[src/rtl/spi_disp_init_seq.sv]
// Display bring-up sequencer: pulses the panel reset, plays a ROM script of command/data/delay
// entries into the SPI byte shifter, then passes the shifter through to the host stream.
module spi_disp_init_seq #(
    parameter int RST_CYCLES = 1000,
    parameter int DELAY_UNIT = 100,
    parameter int ROM_AW     = 6
) (
    input  logic              CLK,
    input  logic              RESET,
    input  logic              start,
    output logic [ROM_AW-1:0] rom_addr,
    input  logic [9:0]        rom_data,
    output logic              tx_valid,
    input  logic              tx_ready,
    output logic              tx_dc,
    output logic [7:0]        tx_data,
    input  logic              host_valid,
    input  logic              host_dc,
    input  logic [7:0]        host_data,
    output logic              host_ready,
    output logic              reset_display,
    output logic              busy,
    output logic              init_done,
    output logic              err
);

    localparam int CW0 = $clog2(RST_CYCLES + 1);
    localparam int CW1 = $clog2(255 * DELAY_UNIT + 1);
    localparam int CWM = (CW0 > CW1) ? CW0 : CW1;
    localparam int CW  = (CWM > 18) ? CWM : 18;

    localparam logic [2:0] S_IDLE   = 3'd0;
    localparam logic [2:0] S_RST_LO = 3'd1;
    localparam logic [2:0] S_RST_HI = 3'd2;
    localparam logic [2:0] S_FETCH  = 3'd3;
    localparam logic [2:0] S_DECODE = 3'd4;
    localparam logic [2:0] S_SEND   = 3'd5;
    localparam logic [2:0] S_DELAY  = 3'd6;
    localparam logic [2:0] S_DONE   = 3'd7;

    localparam logic [1:0] OP_CMD  = 2'b00;
    localparam logic [1:0] OP_DATA = 2'b01;
    localparam logic [1:0] OP_DLY  = 2'b10;

    logic [2:0]        state_q, state_d;
    logic [CW-1:0]     cnt_q, cnt_d;
    logic [ROM_AW-1:0] addr_q, addr_d;
    logic              txv_q, txv_d;
    logic              txdc_q, txdc_d;
    logic [7:0]        txdata_q, txdata_d;
    logic              err_q, err_d;
    logic              advance;

    always_comb begin
        state_d  = state_q;
        cnt_d    = cnt_q;
        addr_d   = addr_q;
        txv_d    = txv_q;
        txdc_d   = txdc_q;
        txdata_d = txdata_q;
        err_d    = err_q;
        advance  = 1'b0;
        unique case (state_q)
            S_IDLE, S_DONE: begin
                if (start) begin
                    state_d = S_RST_LO;
                    cnt_d   = CW'(RST_CYCLES - 1);
                    err_d   = 1'b0;
                end
            end
            S_RST_LO: begin
                if (cnt_q == '0) begin
                    state_d = S_RST_HI;
                    cnt_d   = CW'(RST_CYCLES - 1);
                end else begin
                    cnt_d = cnt_q - CW'(1);
                end
            end
            S_RST_HI: begin
                if (cnt_q == '0) begin
                    state_d = S_FETCH;
                    addr_d  = '0;
                end else begin
                    cnt_d = cnt_q - CW'(1);
                end
            end
            S_FETCH: state_d = S_DECODE;
            S_DECODE: begin
                if (rom_data[9:8] == OP_CMD || rom_data[9:8] == OP_DATA) begin
                    state_d  = S_SEND;
                    txv_d    = 1'b1;
                    txdc_d   = rom_data[8];
                    txdata_d = rom_data[7:0];
                end else if (rom_data[9:8] == OP_DLY) begin
                    // Zero-length delay advances straight away instead of visiting DELAY
                    if (rom_data[7:0] == 8'h00) begin
                        advance = 1'b1;
                    end else begin
                        state_d = S_DELAY;
                        cnt_d   = CW'(rom_data[7:0]) * CW'(DELAY_UNIT) - CW'(1);
                    end
                end else begin
                    state_d = S_DONE;
                end
            end
            S_SEND: begin
                if (tx_ready) begin
                    txv_d    = 1'b0;
                    txdc_d   = 1'b0;
                    txdata_d = '0;
                    advance  = 1'b1;
                end
            end
            S_DELAY: begin
                if (cnt_q == '0) begin
                    advance = 1'b1;
                end else begin
                    cnt_d = cnt_q - CW'(1);
                end
            end
            default: state_d = S_IDLE;
        endcase

        // Running off the end of the ROM without END aborts the script
        if (advance) begin
            if (addr_q == '1) begin
                err_d   = 1'b1;
                state_d = S_IDLE;
            end else begin
                addr_d  = addr_q + ROM_AW'(1);
                state_d = S_FETCH;
            end
        end
    end

    always_ff @(posedge CLK or posedge RESET) begin
        if (RESET) begin
            state_q  <= S_IDLE;
            cnt_q    <= '0;
            addr_q   <= '0;
            txv_q    <= 1'b0;
            txdc_q   <= 1'b0;
            txdata_q <= '0;
            err_q    <= 1'b0;
        end else begin
            state_q  <= state_d;
            cnt_q    <= cnt_d;
            addr_q   <= addr_d;
            txv_q    <= txv_d;
            txdc_q   <= txdc_d;
            txdata_q <= txdata_d;
            err_q    <= err_d;
        end
    end

    logic in_done;
    assign in_done       = (state_q == S_DONE);
    assign rom_addr      = addr_q;
    assign tx_valid      = in_done ? host_valid : txv_q;
    assign tx_dc         = in_done ? host_dc    : txdc_q;
    assign tx_data       = in_done ? host_data  : txdata_q;
    assign host_ready    = in_done & tx_ready;
    assign reset_display = (state_q != S_RST_LO);
    assign busy          = (state_q != S_IDLE) && !in_done;
    assign init_done     = in_done;
    assign err           = err_q;

endmodule

[config.mk]
export PLATFORM = sky130hd
export DESIGN_NAME = spi_disp_init_seq
export DESIGN_NICKNAME = d
export VERILOG_FILES = /design/src/rtl/spi_disp_init_seq.sv
export SDC_FILE = /design/constraint.sdc
export NUM_CORES = 1
export LEC_CHECK = 0
export BUFFER_PORTS_ARGS = -buffer_cell sky130_fd_sc_hd__buf_2
export CORE_MARGIN = 4
export CORE_UTILIZATION = 59
export CTS_BUF_LIST = sky130_fd_sc_hd__clkbuf_16
export DETAILED_ROUTE_END_ITERATION = 10
export PLACE_DENSITY = 0.78
export REMOVE_ABC_BUFFERS = 1
export SETUP_SLACK_MARGIN = 0.15
export SYNTH_ARGS = -nofsm -noshare
export SYNTH_HDL_FRONTEND = slang
export SYNTH_SLANG_ARGS = --single-unit
[constraint.sdc]
create_clock -name CLK -period 2.91 [get_ports CLK]
set_input_delay 0.291 -clock CLK [delete_from_list [all_inputs] [get_ports CLK]]
set_output_delay 0.291 -clock CLK [all_outputs]
set_load 0.05 [all_outputs]
Word-level counts from Yosys, hierarchy flattened:

Index checks and enable logic that the tools add are counted.

* register bits after elaboration: 38
* latch bits: 0
* bits in writable memories: 0
* bits in read-only memories: 0
* input port bits: 24
* output and inout bits: 21
* logic and storage cells: 91
* memories: 0

* add/sub/neg operators: 3
* multiply operators: 1
* div/mod/pow operators: 0
* order comparisons: 0
* eq/ne operators: 22
* shift-type cells: 0
* multiplexer cells: 41
* bitwise gates (word level): 1
* reductions and logical operators: 16

Operators with widths (count)
* 18-bit two-way mux: 6
* 18-bit one-hot mux with 4 select lines: 1
* 6-bit two-way mux: 4
* 8-bit two-way mux: 3
* 3-bit two-way mux: 7
* 18-bit logical NOT: 1
* 18-bit by 1-bit subtractor with 18-bit output, second input constant: 1
* 8-bit one-hot mux with 2 select lines: 1
* 15-bit by 1-bit subtractor with 16-bit output, second input constant: 1
* 3-bit one-hot mux with 5 select lines: 1
* 1-bit two-way mux: 14
* 2-bit inequality test, second input constant: 7
* 8-bit by 5-bit multiplier with 13-bit output, second input constant: 1
* 3-bit equality test, second input constant: 4
* 3-bit inequality test, second input constant: 3
* 8-bit logical NOT: 1
* 6-bit by 1-bit adder with 6-bit output, second input constant: 1
* 3-bit by 2-bit equality test with 1-bit output, second input constant: 2
* 6-bit equality test, second input constant: 1
* 6-bit AND reduction: 1
* 6-bit nonzero test: 1
* 5-bit inequality test, second input constant: 1
* 5-bit AND reduction: 1
* 1-bit one-hot mux with 2 select lines: 2
* other kinds (17): 18

Longest topological paths before layout:

Gate-level depths: netlist (run 1).

* word-level depth: 7
* depth in mapped cells: 14
* depth with buffers taken out: 14

Worst setup path before layout (run 1):

Ideal clock, no wire load.

* kind: input -> register
* from: input rom_data[3]
* to: register cnt_q[16]
* arrival: 3201 ps
* setup slack: -359 ps
* stages on the path: 13
* buffers on the path: 0
* cell sequence: ha_1 ha_1 inv_1 fa_1 inv_1 ha_1 a21oi_2 o21bai_1 or3_1 a211oi_2 nand3_2 or3_4 nand3_1

* word-level cells in the longest chain between the ends: 6

RTL lines
* start: declaration: RTL line 12 `input logic [9:0] rom_data,`
* 8-bit by 5-bit multiplier with 13-bit output: RTL line 100 `cnt_d = CW'(rom_data[7:0]) * CW'(DELAY_UNIT) - CW'(1);`
* 15-bit by 1-bit subtractor with 16-bit output: RTL line 100
* 18-bit two-way mux: RTL line 96 `if (rom_data[7:0] == 8'h00) begin`
* 18-bit two-way mux: RTL line 94 `end else if (rom_data[9:8] == OP_DLY) begin`
* 18-bit two-way mux: RTL line 89 `if (rom_data[9:8] == OP_CMD || rom_data[9:8] == OP_DATA) begin`
* 18-bit one-hot mux with 4 select lines: RTL line 63 `unique case (state_q)`
* end signal: assignment: RTL line 147 `cnt_q <= cnt_d;`
* end: declaration: RTL line 46 `logic [CW-1:0] cnt_q, cnt_d;`

Parallel ways exist; a longest one is shown, timed or not. The select of a mux whose other input is x is not followed.
A chain may end at the register's enable or synchronous reset.

Worst setup path after layout (run 1):

* from: input rom_data[4]
* to: register cnt_q[15]

Same word-level chain as after synthesis.

==> results by group, run 1 <==
Cells and area
  • Most frequent cells in the layout: buf_4, buf_2, dfrtp_1
  • Fin nets: 556
  • N_diodes: 0
  • Register Area: 951 um2
  • Fillers: 271
  • Fin area: 4780 um2
  • Syn-to-layout area delta: 39.4%
  • Share of cells above drive strength 1: 37.1%
  • Multi-input combinational cell area: 2800 um2
  • Most common cell after layout, fill and taps aside: buf_4

Clock tree
  • Root Buffer: clkbuf_16
  • CTS Buf Count: 5
  • H-tree depth: 2
  • Sink Count: 38
  • TritonCTS clock tree: done
  • Later-pin clock latency in the skew report: 0.29 ns
  • CTS clk-pin slew, worst paths: 0.06 ns
  • Longest Clk Path Bufs: 2
  • Hold-fix buffers, CTS: 0

Route
  • DRC: 0
  • Vias after detailed routing: 3962
  • TritonRoute pass-1 iters: 7
  • Final ANT Viol Nets: 0
  • Drt total wl: 13500 um
  • Routed len/inst: 24.0 um
  • DR iter-0 viols: 719
  • Post-DR vias/cell: 7.04

Timing
  • Slew HR: 51.4%
  • Max Slew Vio Count: 0
  • Setup violations, final: 6
  • Clock period minus worst slack: 3.14 ns
  • Setup ws final: -0.228 ns
  • Final hold vios: 0
  • RSZ-0062 raised after global routing: true
  • Final setup TNS: -1.08 ns
  • Crit share post-route: 108%
  • Achievable Freq: 319 MHz
  • Least-Margin Pin Slew: 0.729 ns
  • Setup Skew: 0.00866 ns

GRT
  • First-pass GRT wire length: 18800 um
  • Antenna violations before repair: 0
  • GRT overflow: 0
  • Total Routing Usage GR: 33.1%
  • Vias in the first global route: 3852
  • Largest net degree at the start of global routing: 23

Floorplanning
  • I/O pin cnt: 45
  • Die Width: 84.2 um
  • Die Footprint: 7090 um2
  • Site row count: 27
  • Starting Density: 61.5%
  • Core area: 5570 um2
  • Floorplan die height: 84.2 um

Job
  • Max Cap Viol: 0

Setup path
  • CP max FO: 4
  • Reg2reg start: state_q[0]
  • Critical Path Sink Type: flop
  • Critical path arrival: 3.36 ns
  • R2R depth: 8
  • Bufs and invs on worst path: 4
  • Reg2reg setup slack: 0.40 ns
  • Critical path class: input pin to flop
  • Family with the most delay on the worst path: adder cells
  • Crit path cell chain: buf_8, ha_4, ha_4, inv_2, fa_1, inv_1, ha_4, a21o_1, a221oi_4, nor3_2, a311oi_2, buf_4, nand2_1, or3_4, nand2_2
  • Worst R2R End: cnt_q[12]
  • Worst Setup Start Kind: input pin
  • Slowest CP cell: a221oi_4
  • Critical Path Most Common Cell: ha_4
  • Largest stage delay, worst path: 0.43 ns
  • Data required time at the worst endpoint: 3.13 ns

Power and ir drop
  • Lkg Pwr: 2.20 nW
  • Pwr/cell area: 935 nW/um2
  • Max rail drop VDD: 1130 uV

Placed design
  • Port Buffer Count: 44
  • Placer Congestion: 0.846
  • HPWL reported at the end of detailed placement: 6810 um
  • Placed Area: 4050 um2
  • Pre-CTS setup slack: -0.630 ns

Run status
  • Failing checks: setup timing
  • Status: finished, violations left

Logic synthesis
  • Seq/Total Area, Yosys: 27.7%
  • Yosys top cell area share: 27.7%
  • Fraction of registers with async set/reset: 100%
  • Seq cells post-synth: 38
  • Dominant synthesized flop cell: dfrtp_1
  • Area contributors post-synth: dfrtp_1, ha_1, nand2_1
  • Synth cell types: 70
  • Post-Synthesis Cells: 397
  • Synth area leader: dfrtp_1
  • Syn_area_per_cell: 8.63 um2
  • Post-synth EDFFs: 0
  • Post-Syn Area: 3430 um2
  • Yosys warnings: 0

Worst hold path
  • Worst hold path class: input pin to async pin
-- per-stage QoR --
stage                     hold WS [ns]  power [mW]  utilization, %  instances
after floorplan                  0.431        2.64               -        388
after global placement           0.426        3.24            72.6        550
after detailed placement         0.450        3.30            72.6        550
after CTS                        0.146        4.04            82.1        561
after global routing             0.220        4.67            85.7        563
final                            0.119        4.46            85.7        563
-- power breakdown --
group | switching [mW] | internal [mW] | leakage, nW
logic | 1.76 | 1.10 | 1.63
clock network | 0.216 | 0.397 | 0.0773
registers | 0.271 | 0.727 | 0.490
total | 2.24 | 2.22 | 2.20
-- cell usage after synthesis (3+ instances only) --
cell and instances:
dfrtp_1 38, and3_1 8, fa_1 3, o21ai_0 27, or3_1 3, clkbuf_1 5
buf_2 3, nor4_1 4, inv_1 22, xnor2_1 7, nand2_1 38, xor2_1 9
a21o_1 4, nor3_1 11, o211ai_1 3, a31oi_1 3, mux2_2 10, a21oi_1 23
o21ai_1 12, nor2_1 31, nand3_1 13, a22o_1 9, nor2b_1 5, a22oi_1 5
ha_1 38, and2_1 3
-- cell type report --
| type | instances | area share (%) |
|---|---|---|
| Multi-Input combinational cell | 327 | 58.6 |
| Sequential cell | 38 | 19.9 |
| Timing Repair Buffer | 96 | 14.4 |
| Clock buffer | 5 | 2.62 |
| Inverter | 23 | 1.96 |
| Tap cell | 72 | 1.89 |
| Clock inverter | 2 | 0.707 |
-- timing repair --
item                                    CTS  global route
gates resized for setup                  57            35
pin swaps                                32            16
hold endpoints to repair                  0             0
setup buffers                             4             2
endpoints found under the setup margin   10            10
-- worst max-delay path by stage --
stage                startpoint        end  slack [ns]  cells past startpoint
CTS                 rom_data[4]  cnt_q[14]       -0.06                     14
finish              rom_data[4]  cnt_q[15]       -0.23                     15
detailed placement  rom_data[3]  cnt_q[16]       -0.63                     15
global placement    rom_data[3]  cnt_q[16]       -0.56                     15
global route        rom_data[4]  cnt_q[14]       -0.34                     15
floorplan           rom_data[3]  cnt_q[16]       -0.36                     13
-- flip-flops by register name, indices dropped and copies added (netlist names) --
register / cells
cnt_q: 18
err: 1
rom_addr: 6
state_q: 3
txdata_q: 8
txdc_q: 1
txv_q: 1
-- layer usage --
layer | share of wire [%] | GRT usage [%] | vias up
met5 | 0 | 0 | -
li1 | - | - | 1642
met2 | 47 | 57.0 | 342
met4 | 9.6 | 22.2 | 0
met3 | 10 | 6.97 | 130
met1 | 33 | 36.6 | 1848
-- cells by family (layout without fill, tap and decap cells) --
kind of cell	after synthesis	count (layout)	synth area share [%]
simple gates	141	141	22.5
mux	12	12	3.87
fa+ha+maj	41	41	15.6
compound gates	117	117	22.5
xor+xnor	16	16	4.09
buf+inv	32	126	3.61
flops	38	38	27.7
No activity file was read; power rests on OpenSTA's default activity.
==> run 2: changes to the inputs <==
==> constraint.sdc (replaced) <==
create_clock -name CLK -period 3.4 [get_ports CLK]
set_input_delay 0.34 -clock CLK [delete_from_list [all_inputs] [get_ports CLK]]
set_output_delay 0.34 -clock CLK [all_outputs]
set_load 0.05 [all_outputs]
==> run 2 against run 1 <==
Net effect: the flow now finishes without violations; setup slack improved by 0.43 ns; highest routed layer unchanged; sequential power is 14% lower; global-route usage down 9.0 points; largest cell class unchanged; sequential share of layout area rose by 2.7 points; first-iteration DRC count down 46%; cell count decreased by 5.3%; clock power fell by 27%; die area stayed put; wire length down 33%; critical path depth down 2; critical path type unchanged.
==> results by group, run 2 (same netlist as run 1, synthesis figures left out) <==
Timing
  • Max Slew Vio Count: 0 (unchanged)
  • Setup violations, final: 0 (-6)
  • Setup ws final: 0.205 ns (+0.432 ns)
  • Final setup TNS: 0 ns (+1.08 ns)
  • Achievable Freq: 313 MHz
  • Final hold vios: 0 (unchanged)
  • RSZ-0062 raised after global routing: false
  • Crit share post-route: 94.0%
  • Clock period minus worst slack: 3.20 ns
  • Slew HR: 30.0% (-21 points)
  • Least-Margin Pin Slew: 1.05 ns (+0.320 ns)
  • Setup Skew: 0.00268 ns (-0.00598 ns)

Setup path
  • Reg2reg setup slack: 0.80 ns (+0.40 ns)
  • Critical Path Sink Type: flop
  • Bufs and invs on worst path: 2 (-2)
  • Critical Path Source: rom_data[2]
  • Stages on worst setup path: 13 (-2)
  • Crit path cell chain: buf_2, inv_4, ha_4, ha_4, fa_1, ha_4, a21o_1, a221oi_4, xnor2_2, a211oi_4, nand3_2, or3_4, nand3_1
  • Slowest CP cell: fa_1
  • Worst R2R End: cnt_q[13]
  • Reg2reg start: cnt_q[0]
  • Critical Path Most Common Cell: ha_4
  • Largest stage delay, worst path: 0.58 ns (+0.15 ns)
  • Family with the most delay on the worst path: adder cells
  • CP max FO: 3 (-1)
  • Data required time at the worst endpoint: 3.62 ns (+0.49 ns)
  • R2R depth: 8 (unchanged)
  • Critical path class: input pin to flop
  • Critical path arrival: 3.41 ns (+0.05 ns)
  • Worst Setup Start Kind: input pin

Power and ir drop
  • Pwr/cell area: 786 nW/um2 (-16%)
  • Max rail drop VDD: 692 uV (-39%)
  • Total power: 3.31 mW (-26%)
  • Psw: 1.66 mW (-26%)
  • Sw Ratio: 50.2% (-0.071 points)
  • Lkg Pwr: 1.96 nW (-11%)
  • Clock power frac: 13.6% (about the same)
  • Cell Int Power: 1.65 mW (-26%)
  • Comb pwr share: 60.6% (-3.3 points)
  • Seq pwr share: 25.8% (+3.4 points)

Floorplanning
  • Core area: 5570 um2 (unchanged)
  • Die Width: 84.2 um (unchanged)
  • I/O pin cnt: 45 (unchanged)
  • Floorplan die height: 84.2 um (unchanged)
  • Die Footprint: 7090 um2 (unchanged)
  • Site row count: 27 (unchanged)
  • Starting Density: 61.5% (unchanged)

Cells and area
  • Most frequent cells in the layout: buf_2, nand2_1, dfrtp_1
  • Share of cells above drive strength 1: 26.7% (-10 points)
  • Fillers: 378 (+39%)
  • Largest register by flop count: cnt_q
  • N_diodes: 0 (unchanged)
  • Fin nets: 525 (-5.6%)
  • Syn-to-layout area delta: 22.8%
  • Most common cell after layout, fill and taps aside: buf_2
  • Final core utilization: 75.5% (-10 points)
  • Post-Layout Cell Count: 533 (-5.3%)
  • Max reg flops: 18 (unchanged)

Route
  • DRC: 0 (unchanged)
  • Post-DR vias/cell: 6.20 (-12%)
  • Final ANT Viol Nets: 0 (unchanged)
  • DR iter-0 viols: 386 (-46%)
  • Routed len/inst: 17.0 um (-29%)
  • Drt total wl: 9090 um (-33%)
  • TritonRoute pass-1 iters: 5 (-2)
  • Vias after detailed routing: 3304 (-17%)

Placed design
  • Port Buffer Count: 44 (unchanged)
  • Pre-CTS setup slack: -0.163 ns (+0.466 ns)
  • Placed insts: 525 (-4.5%)
  • Placer Congestion: 0.858 (+1.4%)
  • HPWL reported at the end of detailed placement: 6600 um (-3.1%)

GRT
  • Antenna violations before repair: 0 (unchanged)
  • First-pass GRT wire length: 14300 um (-24%)
  • Largest net degree at the start of global routing: 29 (+26%)
  • Total Routing Usage GR: 24.2% (-9.0 points)
  • Vias in the first global route: 3095 (-20%)
  • GRT overflow: 0 (unchanged)

Clock tree
  • Sink Count: 38 (unchanged)
  • Longest Clk Path Bufs: 2 (unchanged)
  • TritonCTS clock tree: done
  • Later-pin clock latency in the skew report: 0.28 ns (about the same)
  • Postcts setup bufs: 0 (-4)
  • CTS clk-pin slew, worst paths: 0.06 ns (about the same)
  • H-tree depth: 2 (unchanged)
  • CTS Buf Count: 5 (unchanged)
  • Root Buffer: clkbuf_16

Job
  • Max Cap Viol: 0 (unchanged)

Run status
  • Status: complete, no violations

Worst hold path
  • Worst hold path class: input pin to async pin
## run 2: cell types whose count changed in the layout (fill, tap and decap cells not counted), moves of 4 or more
cell     change
nand2_1      +4
a21oi_1      +4
buf_4       -23
ha_4         -8
ha_1         +7
buf_6        -7
## run 2: how the worst max path moves through the flow
stage                      endpoint  slack (ns)
after floorplan           cnt_q[16]        0.08
after global placement    cnt_q[16]       -0.09
after detailed placement  cnt_q[16]       -0.16
after CTS                 cnt_q[16]        0.19
after global routing      cnt_q[14]        0.09
final                     cnt_q[16]        0.20
## run 2: repair_timing
| item | 4_1_cts | 5_1_grt |
|---|---|---|
| pin swaps | 1 | 12 |
| setup endpoints to repair | 4 | 7 |
| hold buffers | 0 | 0 |
| gates resized for setup | 1 | 29 |
## run 2: power by group through the flow
stage / registers [mW] / logic, mW / clock network (mW)
finish: 0.855 / 2.00 / 0.450
global route: 0.883 / 2.18 / 0.472
CTS: 0.846 / 1.89 / 0.448
detailed placement: 0.849 / 1.87 / 0
global placement: 0.844 / 1.84 / 0
floorplan: 0.851 / 1.40 / 0
## run 2: stage by stage
| stage | area (um2) | hold WS (ns) |
|---|---|---|
| CTS | 4010 | 0.329 |
| global route | 4210 | 0.361 |
| finish | 4210 | 0.310 |
| global placement | 3860 | 0.484 |
| floorplan | 3390 | 0.462 |
| detailed placement | 3860 | 0.486 |
## run 2: layout make-up
| type | count | area, um2 | area share, % |
|---|---|---|---|
| timing repair buffer | 65 | 384 | 9.13 |
| clock inverter | 3 | 16.3 | 0.386 |
| clock buffer | 5 | 125 | 2.97 |
| multi-input combinational | 327 | 2550 | 60.7 |
| sequential | 38 | 951 | 22.6 |
| tap | 72 | 90.1 | 2.14 |
| inverter | 23 | 88.8 | 2.11 |
## run 2: worst reg2reg max path, cell delays in order (launching register included)
cell and delay [ns]:
dfrtp_1 0.43, inv_1 0.12, ha_1 0.23, nor4b_4 0.35, nand3_1 0.29, nor3_4 0.46
nor2_1 0.19, a221oi_1 0.29, o21ai_1 0.10
## run 2: layer usage
layer	global-route usage [%]	vias up	part of all wire, %
met5	0	-	0
met4	6.43	0	2.0
met3	3.83	16	6.4
met2	40.2	154	50
met1	32.8	1544	41
li1	-	1590	-
==> run 3: changes to the inputs <==
==> constraint.sdc (replaced) <==
create_clock -name CLK -period 3.6 [get_ports CLK]
set_input_delay 0.36 -clock CLK [delete_from_list [all_inputs] [get_ports CLK]]
set_output_delay 0.36 -clock CLK [all_outputs]
set_load 0.05 [all_outputs]
==> run 3 against run 2 <==
Net effect: sequential share of layout area up 1.6 points; hold slack better by 0.039 ns; critical path depth up 1; wire length fell by 8.3%; cell count is 2.3% lower; flip-flop and latch count is the same; largest cell class unchanged.
==> results by group, run 3 (same netlist as run 1, synthesis figures left out) <==
GRT
  • GRT overflow: 0 (unchanged)
  • Antenna violations before repair: 0 (unchanged)
  • Largest net degree at the start of global routing: 30 (+3.4%)
  • Vias in the first global route: 3022 (-2.4%)
  • First-pass GRT wire length: 14100 um (-1.3%)
  • Total Routing Usage GR: 23.9% (-0.30 points)

Cells and area
  • Max reg flops: 18 (unchanged)
  • Register Area: 951 um2 (unchanged)
  • Most common cell after layout, fill and taps aside: buf_2
  • Share of cells above drive strength 1: 20.3% (-6.4 points)
  • Largest register by flop count: cnt_q
  • N_diodes: 0 (unchanged)
  • Post-Layout Cell Count: 521 (-2.3%)
  • Fin nets: 513 (-2.3%)
  • Most frequent cells in the layout: buf_2, nand2_1, ha_1, dfrtp_1, nor2_1
  • Final core utilization: 70.7% (-4.8 points)
  • Syn-to-layout area delta: 14.9%
  • Fillers: 426 (+13%)
  • Multi-input combinational cell area: 2380 um2 (-6.7%)
  • Fin area: 3940 um2 (-6.4%)

Clock tree
  • CTS clk-pin slew, worst paths: 0.06 ns (about the same)
  • Root Buffer: clkbuf_16
  • Hold-fix buffers, CTS: 0 (unchanged)
  • H-tree depth: 2 (unchanged)
  • TritonCTS clock tree: done
  • CTS Buf Count: 5 (unchanged)
  • Longest Clk Path Bufs: 2 (unchanged)
  • Later-pin clock latency in the skew report: 0.28 ns (about the same)
  • Sink Count: 38 (unchanged)

Floorplanning
  • I/O pin cnt: 45 (unchanged)
  • Core area: 5570 um2 (unchanged)
  • Starting Density: 61.5% (unchanged)
  • Floorplan die height: 84.2 um (unchanged)
  • Site row count: 27 (unchanged)
  • Die Width: 84.2 um (unchanged)
  • Die Footprint: 7090 um2 (unchanged)

Setup path
  • Critical path arrival: 3.47 ns (+0.06 ns)
  • Worst Setup Start Kind: input pin
  • R2R depth: 9 (+1)
  • Critical Path Source: rom_data[3]
  • Reg2reg start: cnt_q[0]
  • Critical Path Sink Type: flop
  • Data required time at the worst endpoint: 3.82 ns (+0.20 ns)
  • Critical path class: input pin to flop
  • Reg2reg setup slack: 1.02 ns (+0.22 ns)
  • Worst R2R End: rom_addr[3]
  • CP max FO: 5 (+2)

Timing
  • Setup Skew: 0.00636 ns (+0.00368 ns)
  • Clock period minus worst slack: 3.26 ns
  • Setup violations, final: 0 (unchanged)
  • Final hold vios: 0 (unchanged)
  • Max Slew Vio Count: 0 (unchanged)
  • Achievable Freq: 307 MHz
  • RSZ-0062 raised after global routing: false
  • Least-Margin Pin Slew: 1.10 ns (+0.0489 ns)
  • Slew HR: 26.7% (-3.3 points)
  • Setup ws final: 0.343 ns (+0.139 ns)
  • Hold_ws: 0.349 ns (+0.0394 ns)
  • Crit share post-route: 90.5%
  • Final setup TNS: 0 ns (unchanged)

Power and ir drop
  • Max rail drop VDD: 621 uV (-10%)
  • Lkg Pwr: 1.91 nW (-2.8%)
  • Total power: 3.01 mW (-9.0%)
  • Pwr/cell area: 765 nW/um2 (-2.8%)

Route
  • DR iter-0 viols: 442 (+15%)
  • Final ANT Viol Nets: 0 (unchanged)
  • Post-DR vias/cell: 6.21 (+0.14%)
  • Drt total wl: 8330 um (-8.3%)
  • Vias after detailed routing: 3234 (-2.1%)
  • TritonRoute pass-1 iters: 6 (+1)
  • Routed len/inst: 16.0 um (-6.2%)
  • DRC: 0 (unchanged)

Placed design
  • Pre-CTS setup slack: 0.0354 ns (+0.199 ns)
  • Port Buffer Count: 44 (unchanged)
  • HPWL reported at the end of detailed placement: 6540 um (-0.78%)
  • Placed insts: 512 (-2.5%)
  • Placer Congestion: 0.861 (+0.36%)
  • Placed Area: 3760 um2 (-2.5%)

Run status
  • Status: complete, no violations

Job
  • Max Cap Viol: 0 (unchanged)

Worst hold path
  • Worst hold path class: input pin to async pin
-- run 3: cell count changes in the layout (fill, tap and decap cells not counted), sizes merged --
cell | previous run | this run
buf | 65 | 53
-- run 3: final cells by class --
cell class | count | share of cell area (%)
Clock buffer | 5 | 3.18
Timing Repair Buffer | 53 | 7.31
Multi-Input combinational cell | 327 | 60.5
Sequential cell | 38 | 24.1
Tap cell | 72 | 2.29
Inverter | 23 | 2.19
Clock inverter | 3 | 0.413
-- run 3: worst max path at each step --
stage,to,depth (start not counted)
floorplan,cnt_q[16],13
global placement,cnt_q[16],14
detailed placement,cnt_q[16],13
CTS,cnt_q[16],14
global route,cnt_q[14],15
finish,cnt_q[16],14
-- run 3: timing repair --
item,CTS,global route
gates resized for setup,0,4
setup buffers,0,1
endpoints found under the setup margin,0,4
-- run 3: layer usage --
layer / GRT usage, % / vias to the layer above / wire length, um
li1: - / 1563 / -
met1: 31.4 / 1502 / 3550
met2: 41.2 / 155 / 4050
met3: 4.02 / 14 / 593
met4: 5.26 / 0 / 144
met5: 0 / - / 0
-- run 3: worst max-delay path, cell delays in order --
cell      delay [ns]
buf_2           0.13
ha_1            0.29
ha_1            0.27
inv_1           0.05
fa_1            0.50
inv_1           0.04
ha_1            0.33
a21oi_2         0.17
o21bai_1        0.11
or3_4           0.38
a211oi_2        0.23
nand3_2         0.11
or3_4           0.41
nand3_1         0.07
-- run 3: power by group --
| part | switching [mW] | internal [mW] | total [mW] |
|---|---|---|---|
| Clock | 0.170 | 0.253 | 0.422 |
| Combinational | 1.14 | 0.650 | 1.79 |
| Sequential | 0.217 | 0.587 | 0.804 |
